===== src/rtl/clk_mon_pkg.sv =====
// Shared constants and state encoding for the divided-clock monitor.
// Default timing matches the 250 Hz divider it is paired with.
package clk_mon_pkg;

  localparam int DIV_DEF        = 16;
  localparam int HIGH_DEF       = 8;
  localparam int TOL_DEF        = 1;
  localparam int LOCK_COUNT_DEF = 4;
  localparam int CNT_W_DEF      = 8;

  typedef enum logic [1:0] {
    ST_IDLE = 2'd0,
    ST_ACQ  = 2'd1,
    ST_LOCK = 2'd2
  } mon_state_t;

endpackage


===== src/rtl/clk_edge_sync.sv =====
// Two-flop synchroniser with edge detect and registered rise/fall strobes.
// The raw edge events are exported so same-cycle logic can act on them.
module clk_edge_sync (
  input  logic i_clk,
  input  logic i_reset,
  input  logic i_async,
  output logic o_rise_ev,
  output logic o_fall_ev,
  output logic o_rise_stb,
  output logic o_fall_stb
);

  logic r_s1;
  logic r_s2;
  logic r_prev;
  logic r_rise_stb;
  logic r_fall_stb;
  logic w_rise_ev;
  logic w_fall_ev;

  assign w_rise_ev = r_s2 & ~r_prev;
  assign w_fall_ev = ~r_s2 & r_prev;

  always_ff @(posedge i_clk) begin
    if (i_reset) begin
      r_s1       <= 1'b0;
      r_s2       <= 1'b0;
      r_prev     <= 1'b0;
      r_rise_stb <= 1'b0;
      r_fall_stb <= 1'b0;
    end else begin
      r_s1       <= i_async;
      r_s2       <= r_s1;
      r_prev     <= r_s2;
      r_rise_stb <= w_rise_ev;
      r_fall_stb <= w_fall_ev;
    end
  end

  assign o_rise_ev  = w_rise_ev;
  assign o_fall_ev  = w_fall_ev;
  assign o_rise_stb = r_rise_stb;
  assign o_fall_stb = r_fall_stb;

endmodule


===== src/rtl/clk_250hz_monitor.sv =====
// Monitors a slow divided clock: edge strobes, period/high-time checks,
// lock after consecutive good periods, sticky fault flag.
//
//   state   | meaning
//   IDLE    | no reference rise yet (after reset or stall)
//   ACQ     | counting consecutive good periods
//   LOCK    | slow clock within tolerance; faults set ERROR
module clk_250hz_monitor
  import clk_mon_pkg::*;
#(
  parameter int DIV        = DIV_DEF,
  parameter int HIGH       = HIGH_DEF,
  parameter int TOL        = TOL_DEF,
  parameter int LOCK_COUNT = LOCK_COUNT_DEF,
  parameter int CNT_W      = CNT_W_DEF
) (
  input  logic             i_clk,
  input  logic             i_reset,
  input  logic             i_clk_slow,
  input  logic             i_err_clr,
  output logic             o_rise_stb,
  output logic             o_fall_stb,
  output logic             o_locked,
  output logic             o_error,
  output logic [CNT_W-1:0] o_period
);

  localparam int CW1  = CNT_W + 1;
  localparam int GC_W = $clog2(LOCK_COUNT + 1);

  localparam logic signed [CNT_W:0] LP_DIV  = $signed(CW1'(DIV));
  localparam logic signed [CNT_W:0] LP_HIGH = $signed(CW1'(HIGH));
  localparam logic signed [CNT_W:0] LP_TOL  = $signed(CW1'(TOL));
  localparam logic [CNT_W-1:0]      LP_TMO  = CNT_W'(DIV + TOL + 1);
  localparam logic [GC_W-1:0]       LP_GC_LAST = GC_W'(LOCK_COUNT - 1);

  mon_state_t r_state;
  mon_state_t w_state_nxt;
  logic [GC_W-1:0]  r_good_cnt;
  logic [GC_W-1:0]  w_good_cnt_nxt;
  logic [CNT_W-1:0] r_cnt;
  logic [CNT_W-1:0] r_hi_meas;
  logic [CNT_W-1:0] r_period;
  logic             r_error;

  logic w_rise_ev;
  logic w_fall_ev;
  logic signed [CNT_W:0] w_per_dev;
  logic signed [CNT_W:0] w_hi_dev;
  logic w_good;
  logic w_timeout;
  logic w_fault;
  logic w_locked;

  clk_edge_sync u_sync (
    .i_clk      (i_clk),
    .i_reset    (i_reset),
    .i_async    (i_clk_slow),
    .o_rise_ev  (w_rise_ev),
    .o_fall_ev  (w_fall_ev),
    .o_rise_stb (o_rise_stb),
    .o_fall_stb (o_fall_stb)
  );

  // One extra bit keeps the signed deviation free of wrap-around.
  assign w_per_dev = $signed({1'b0, r_cnt}) - LP_DIV;
  assign w_hi_dev  = $signed({1'b0, r_hi_meas}) - LP_HIGH;
  assign w_good    = (w_per_dev <= LP_TOL) && (w_per_dev >= -LP_TOL) &&
                     (w_hi_dev  <= LP_TOL) && (w_hi_dev  >= -LP_TOL);
  assign w_timeout = (r_cnt == LP_TMO) && !w_rise_ev;

  always_ff @(posedge i_clk) begin
    if (i_reset) begin
      r_state    <= ST_IDLE;
      r_good_cnt <= '0;
    end else begin
      r_state    <= w_state_nxt;
      r_good_cnt <= w_good_cnt_nxt;
    end
  end

  always_comb begin
    w_state_nxt    = r_state;
    w_good_cnt_nxt = r_good_cnt;
    case (r_state)
      ST_IDLE: begin
        if (w_rise_ev) begin
          w_state_nxt    = ST_ACQ;
          w_good_cnt_nxt = '0;
        end
      end
      ST_ACQ: begin
        if (w_rise_ev) begin
          if (!w_good) begin
            w_good_cnt_nxt = '0;
          end else if (r_good_cnt == LP_GC_LAST) begin
            w_state_nxt    = ST_LOCK;
            w_good_cnt_nxt = '0;
          end else begin
            w_good_cnt_nxt = r_good_cnt + 1'b1;
          end
        end else if (w_timeout) begin
          w_state_nxt = ST_IDLE;
        end
      end
      ST_LOCK: begin
        if (w_rise_ev && !w_good) begin
          w_state_nxt    = ST_ACQ;
          w_good_cnt_nxt = '0;
        end else if (w_timeout) begin
          w_state_nxt = ST_IDLE;
        end
      end
      default: begin
        w_state_nxt    = ST_IDLE;
        w_good_cnt_nxt = '0;
      end
    endcase
  end

  always_comb begin
    w_locked = (r_state == ST_LOCK);
    w_fault  = w_locked && ((w_rise_ev && !w_good) || w_timeout);
  end

  always_ff @(posedge i_clk) begin
    if (i_reset) begin
      r_cnt     <= '0;
      r_hi_meas <= '0;
      r_period  <= '0;
      r_error   <= 1'b0;
    end else begin
      if (w_rise_ev) begin
        r_cnt <= CNT_W'(1);
      end else if (r_cnt != '1) begin
        r_cnt <= r_cnt + 1'b1;
      end
      if (w_fall_ev) begin
        r_hi_meas <= r_cnt;
      end
      if (w_rise_ev && (r_state != ST_IDLE)) begin
        r_period <= r_cnt;
      end
      // A fault in the same cycle as a clear must not be lost.
      if (w_fault) begin
        r_error <= 1'b1;
      end else if (i_err_clr) begin
        r_error <= 1'b0;
      end
    end
  end

  assign o_locked = w_locked;
  assign o_error  = r_error;
  assign o_period = r_period;

endmodule


===== config.mk =====
export PLATFORM = sky130hd
export DESIGN_NAME = clk_250hz_monitor
export DESIGN_NICKNAME = d
export VERILOG_FILES = /design/src/rtl/clk_mon_pkg.sv /design/src/rtl/clk_edge_sync.sv /design/src/rtl/clk_250hz_monitor.sv
export SDC_FILE = /design/constraint.sdc
export NUM_CORES = 1
export LEC_CHECK = 0
export CORE_UTILIZATION = 53
export CTS_CLUSTER_SIZE = 20
export DETAILED_ROUTE_END_ITERATION = 8
export PLACE_DENSITY = 0.74
export SLEW_MARGIN = 40
export SYNTH_ARGS = -nofsm -noshare
export SYNTH_HDL_FRONTEND = slang
export SYNTH_SLANG_ARGS = --single-unit

===== constraint.sdc =====
create_clock -name i_clk -period 6 [get_ports i_clk]
set_input_delay 1.5 -clock i_clk [delete_from_list [all_inputs] [get_ports i_clk]]
set_output_delay 1.5 -clock i_clk [all_outputs]
set_load 0.03 [all_outputs]

-- Yosys cells after proc, flatten, opt, wreduce, memory -nomap -nowiden
Index checks and enable logic that the tools add are counted.
- word-level logic and storage cells: 68
- register bits: 35
- add/sub/neg operators: 4
- bitwise gates (word level): 4
- reductions and logical operators: 17
- magnitude comparators: 4
- multiplexer cells: 17
- equal/unequal tests: 10
- operator list (kind ; count):
    greater-or-equal comparator 9 x 1 -> 1 bit, second input constant ; 2
    <= comparator 9 x 2 -> 1 bit, second input constant ; 2
    two-way mux 3 bit ; 5
    two-way mux 2 bit ; 6
    case mux 3 bit (3 select lines) ; 1
    subtractor 8 x 4 -> 9 bit, second input constant ; 1
    subtractor 8 x 5 -> 9 bit, second input constant ; 1
    adder 8 x 1 -> 8 bit, second input constant ; 1
    equality test 8 x 5 -> 1 bit, second input constant ; 1
    inequality test 8 bit, second input constant ; 1
    logical AND 1 bit ; 7
    inequality test 3 bit, second input constant ; 2
    case mux 2 bit (3 select lines) ; 1
    AND reduction 3 bit ; 2
    nonzero test 2 bit ; 3
    two-way mux 1 bit ; 4
    inequality test 2 bit, second input constant ; 2
    adder 3 x 1 -> 3 bit, second input constant ; 1
    equality test 3 x 2 -> 1 bit, second input constant ; 1
    AND 1 bit ; 2
    equality test 2 x 1 -> 1 bit, second input constant ; 1
    equality test 2 bit, second input constant ; 1
    zero test 1 bit ; 2
    zero test 2 bit ; 1
    4 further kinds ; 5

-- Longest topological paths before layout
- word-level depth: 10
- mapped depth: 11

-- Cells and area by module
A second synthesis with hierarchy kept.
- cell total of the unflattened synthesis: 218
- area total of the unflattened synthesis: 1851.8 um^2
- by module, submodules not included (module ; area an instance (um^2) ; instances ; cells an instance):
    clk_250hz_monitor ; 1692.9 ; 1 ; 206
    clk_edge_sync ; 158.9 ; 1 ; 12

-- Worst setup path after synthesis
No wires, ideal clock.
- path type: register to register
- from: register r_cnt[4]
- to: register r_good_cnt[1]
- clock period less this slack: 2704 ps
- path buffers: 1
- arrival: 2633 ps
- library setup time: 70 ps
- cell stages (with the launch flop): 11
- path slack: 3296 ps
- required time: 5930 ps
- path through: dfxtp_1 -> clkbuf_1 -> inv_1 -> ha_1 -> nand4bb_1 -> a2111oi_0 -> a32oi_1 -> a311oi_1 -> o211ai_2 -> a2111o_1 -> a21oi_1
- word-level cells in the longest chain between the ends: 9
- elaborated cells on any way between the ends: 13
- classes of those cells: add/sub (1); order compare (2); eq/ne (1); mux (3); reduce/logical (6)
- RTL lines (element ; line ; source):
    from (decl) ; clk_250hz_monitor.sv:41 ; logic [CNT_W-1:0] r_cnt;
    from (signal assigned) ; clk_250hz_monitor.sv:136 ; r_cnt <= r_cnt + 1'b1;
    subtractor 8 x 5 -> 9 bit (*) ; clk_250hz_monitor.sv:66 ; assign w_per_dev = $signed({1'b0, r_cnt}) - LP_DIV;
    <= comparator 9 x 2 -> 1 bit / greater-or-equal comparator 9 x 1 -> 1 bit (equally long branches) ; clk_250hz_monitor.sv:68 ; assign w_good = (w_per_dev <= LP_TOL) && (w_per_dev >= -LP_TOL) &&
    logical AND 1 bit (*) (2 in a row) ; clk_250hz_monitor.sv:68 ;
    logical AND 1 bit (*) ; clk_250hz_monitor.sv:69 ; (w_hi_dev <= LP_TOL) && (w_hi_dev >= -LP_TOL);
    zero test 1 bit ; clk_250hz_monitor.sv:107 ; if (w_rise_ev && !w_good) begin
    logical AND 1 bit ; clk_250hz_monitor.sv:107 ;
    inequality test 2 x 1 -> 1 bit (no line) ; - ;
    AND reduction 3 bit (no line) ; - ;
    to (signal assigned) ; clk_250hz_monitor.sv:78 ; r_good_cnt <= w_good_cnt_nxt;
    to (decl) ; clk_250hz_monitor.sv:39 ; logic [GC_W-1:0] r_good_cnt;
Every way passes the cells marked *; elsewhere a longest branch is shown, timed or not. The select of a mux whose other input is x is not followed.
A chain may end at the register's enable or synchronous reset.

-- Final worst setup path
- from: register r_state[1]
- to: output o_locked
- word-level cells in the longest chain between the ends: 1
- RTL lines (element ; line ; source):
    from (decl) ; clk_250hz_monitor.sv:37 ; mon_state_t r_state;
    from (signal assigned) ; clk_250hz_monitor.sv:77 ; r_state <= w_state_nxt;
    equality test 2 bit ; clk_250hz_monitor.sv:122 ; w_locked = (r_state == ST_LOCK);
    to (decl) ; clk_250hz_monitor.sv:23 ; output logic o_locked,
Every way passes these cells.

==> impl_metrics.toml <==
[setup_path]
worstSetupPathType = "flip-flop to output pin"
crit_path_start_kind = "flip-flop"
cp_max_fo = 11
critical_path_required_ns = 4.50
regToRegSetupSlack_ns = 3.04
worstSetupEndpointType = "output pin"
rr_worst_depth = 9
cp.arrival_ns = 1.76
regToRegStartpoint = "r_cnt[4]$_SDFFE_PP0P_"
r2r_end = "r_good_cnt[1]$_SDFFE_PP0P_"

[timing]
fin_hold_ws_ns = 0.4606
max_freq_mhz = 307.1
finalClockSkew_ns = 0.01064
worstMarginPinSlew_ns = 0.6162
hold_viol = 0
setup_tns_ns = 0
drv_slew = 0
max-slew-margin-rel = 0.5864
finalCritPeriodShare = 0.5427
fin_crit_ns = 3.256
rsz0062_at_grt = "no"
setup_viol = 0
layout_setup_ws_ns = 2.744

[synthesis]
synth.most_common_cell = "nand2_1"
ys_seq_elements = 35
synthCells = 229
yosysTopAreaCell = "dfxtp_1"
synth.top_cells.by_area = "dfxtp_1, ha_1, nand2_1, a21oi_1, nor2_1"
synth_edf_count = 0
ys_seq_area_frac = 0.3791
yosysWarnings = 0
synth_top_family_by_area = "simple AND/OR/NAND/NOR gates"
synth.top_cell.area_share = 0.3791
ys_top_cells_by_count = "nand2_1, dfxtp_1, a21oi_1"
syn_nets = 246
netlist_area_sq_um = 1848
synth-simple-area-share = 0.2722
synth.distinct_cells = 44
muxShareOfSynthArea = 0
synthArstFlopShare = 0
avgSynthCellArea_sq_um = 8.070
synthAdderAreaFrac = 0.08802
synthXorXnorAreaFrac = 0.03318
synth_compound_area_frac = 0.1787
ys_dominant_reg_cell = "dfxtp_1"

[clocking]
htreeDepth = 2
cts_tree = "built"
clk_latency_ns = 0.33
root_buffer = "clkbuf_4"
cts.path.max_buffers = 2
cts_resized = 0
cts.clk_slew.worst_paths_ns = 0.11
cts_hold_buf = 0
postCtsSetupBuffers = 0
cts_buffers = 5
clock-sinks = 35

[hold_path]
hp-start = "u_sync.r_s1$_SDFF_PP0_"
min_path_cells = 1
holdPathEnd = "u_sync.r_s2$_SDFF_PP0_"
min_path_type = "flip-flop to flip-flop"

[die]
io-pin-count = 16
die_x_microns = 61.05
die-area_sq_um = 3727
rows = 21
initial_utilization = 0.5538
core_sq_um = 3337
die_y_microns = 61.05

[global_routing]
antenna_found_initial = 0
track_usage = 0.2058
overflow = 0
grt_max_degree = 30
grt_pass1_vias = 1307
grt_first_pass_wirelength_microns = 5692

[run]
cap_violations = 0

[route]
antenna_left = 0
first_iter_violations = 73
viasPerCell = 5.436
drcViolationCount = 0
routed_wl_microns = 3531
first_pass_iters = 4
wl_per_cell_microns = 12.30
vias = 1560

[placement]
hpwl_microns = 2553
dp_cells = 279
globalplace.congestion = 0.7920
place_area_sq_um = 2021
io_buffers = 15
place_ws_ns = 3.035

[layout]
multiInputGateArea_sq_um = 1060
finalInstanceArea_sq_um = 2074
area_growth_pct = 12.25
seq_area_sq_um = 700.7
num-fill-cells = 312
finalNetCount = 257
final_core_util = 0.6217
insertedDiodeCount = 0
drive_gt1_frac = 0.06224
stdcell_count = 287

[power]
ir_worst_vdd_uv = 144.9
cellPowerDensity_nw_per_um2 = 183.7
finalPower_uw = 381.1
leakagePower_nw = 0.7519

[run_status]
outcome = "complete, no violations"
state kept, by name (all words and copies together), names as in the netlist, 2 cells and up:
register,flops
r_cnt,8
r_good_cnt,3
r_state,2
r_hi_meas,8
o_period,8
power by group:
part | switching, mW | internal, mW
clock network | 0.0754 | 0.0452
registers | 0.00552 | 0.236
logic | 0.0109 | 0.00838
worst max path at each step:
stage / from / end / slack (ns)
floorplan: r_cnt[4]$_SDFFE_PP0P_ / r_good_cnt[1]$_SDFFE_PP0P_ / 3.30
global placement: r_state[1]$_SDFFE_PP0P_ / o_locked / 3.10
detailed placement: r_cnt[4]$_SDFFE_PP0P_ / r_good_cnt[1]$_SDFFE_PP0P_ / 3.04
CTS: r_state[1]$_SDFFE_PP0P_ / o_locked / 2.74
global route: r_state[1]$_SDFFE_PP0P_ / o_locked / 2.64
finish: r_state[1]$_SDFFE_PP0P_ / o_locked / 2.74
worst max-delay path, stage by stage (launching register included):
cell and delay [ns]:
dfxtp_1 0.52, nand2_1 0.15, inv_1 0.09, clkdlybuf4s50_1 0.67
cell usage in the layout (no fill, tap or decap), types with 2 or more instances in the layout:
cell type,count
nor2b_1,6
dfxtp_1,35
ha_1,13
o21ai_0,4
xor2_1,4
or3_1,3
o21a_1,3
a32oi_1,2
nand4_1,2
o211ai_2,2
or4_4,2
nor3b_1,2
and3_1,2
o22ai_1,2
clkbuf_4,5
nand2_1,43
nor4_1,3
a211oi_1,3
inv_1,12
a2111o_1,2
a21oi_1,21
xnor2_1,3
and2_1,2
nand2b_1,3
nand3_1,4
clkdlybuf4s50_1,15
nor2_1,17
a31oi_1,3
nor3_1,2
cells by family after synthesis:
logic type / after synthesis
AOI/OAI and AO/OA: 50
xor gates and xnor gates: 7
adders and majority gates: 13
buffers and inverters: 24
DFF: 35
and+or+nand+nor: 100
layer usage:
layer  track usage  share of wire
met4       0.06818          0.014
met1        0.2742           0.52
met5             0              0
met2        0.3323           0.44
met3       0.04412          0.019
cell type report:
class,count,area share
Multi-Input combinational cell,170,0.5109
Sequential cell,35,0.3378
Timing Repair Buffer,16,0.07600
Tap cell,46,0.02774
Inverter,12,0.02171
Clock buffer,6,0.01990
Clock inverter,2,0.006031
(Power assumes the default switching activity.)
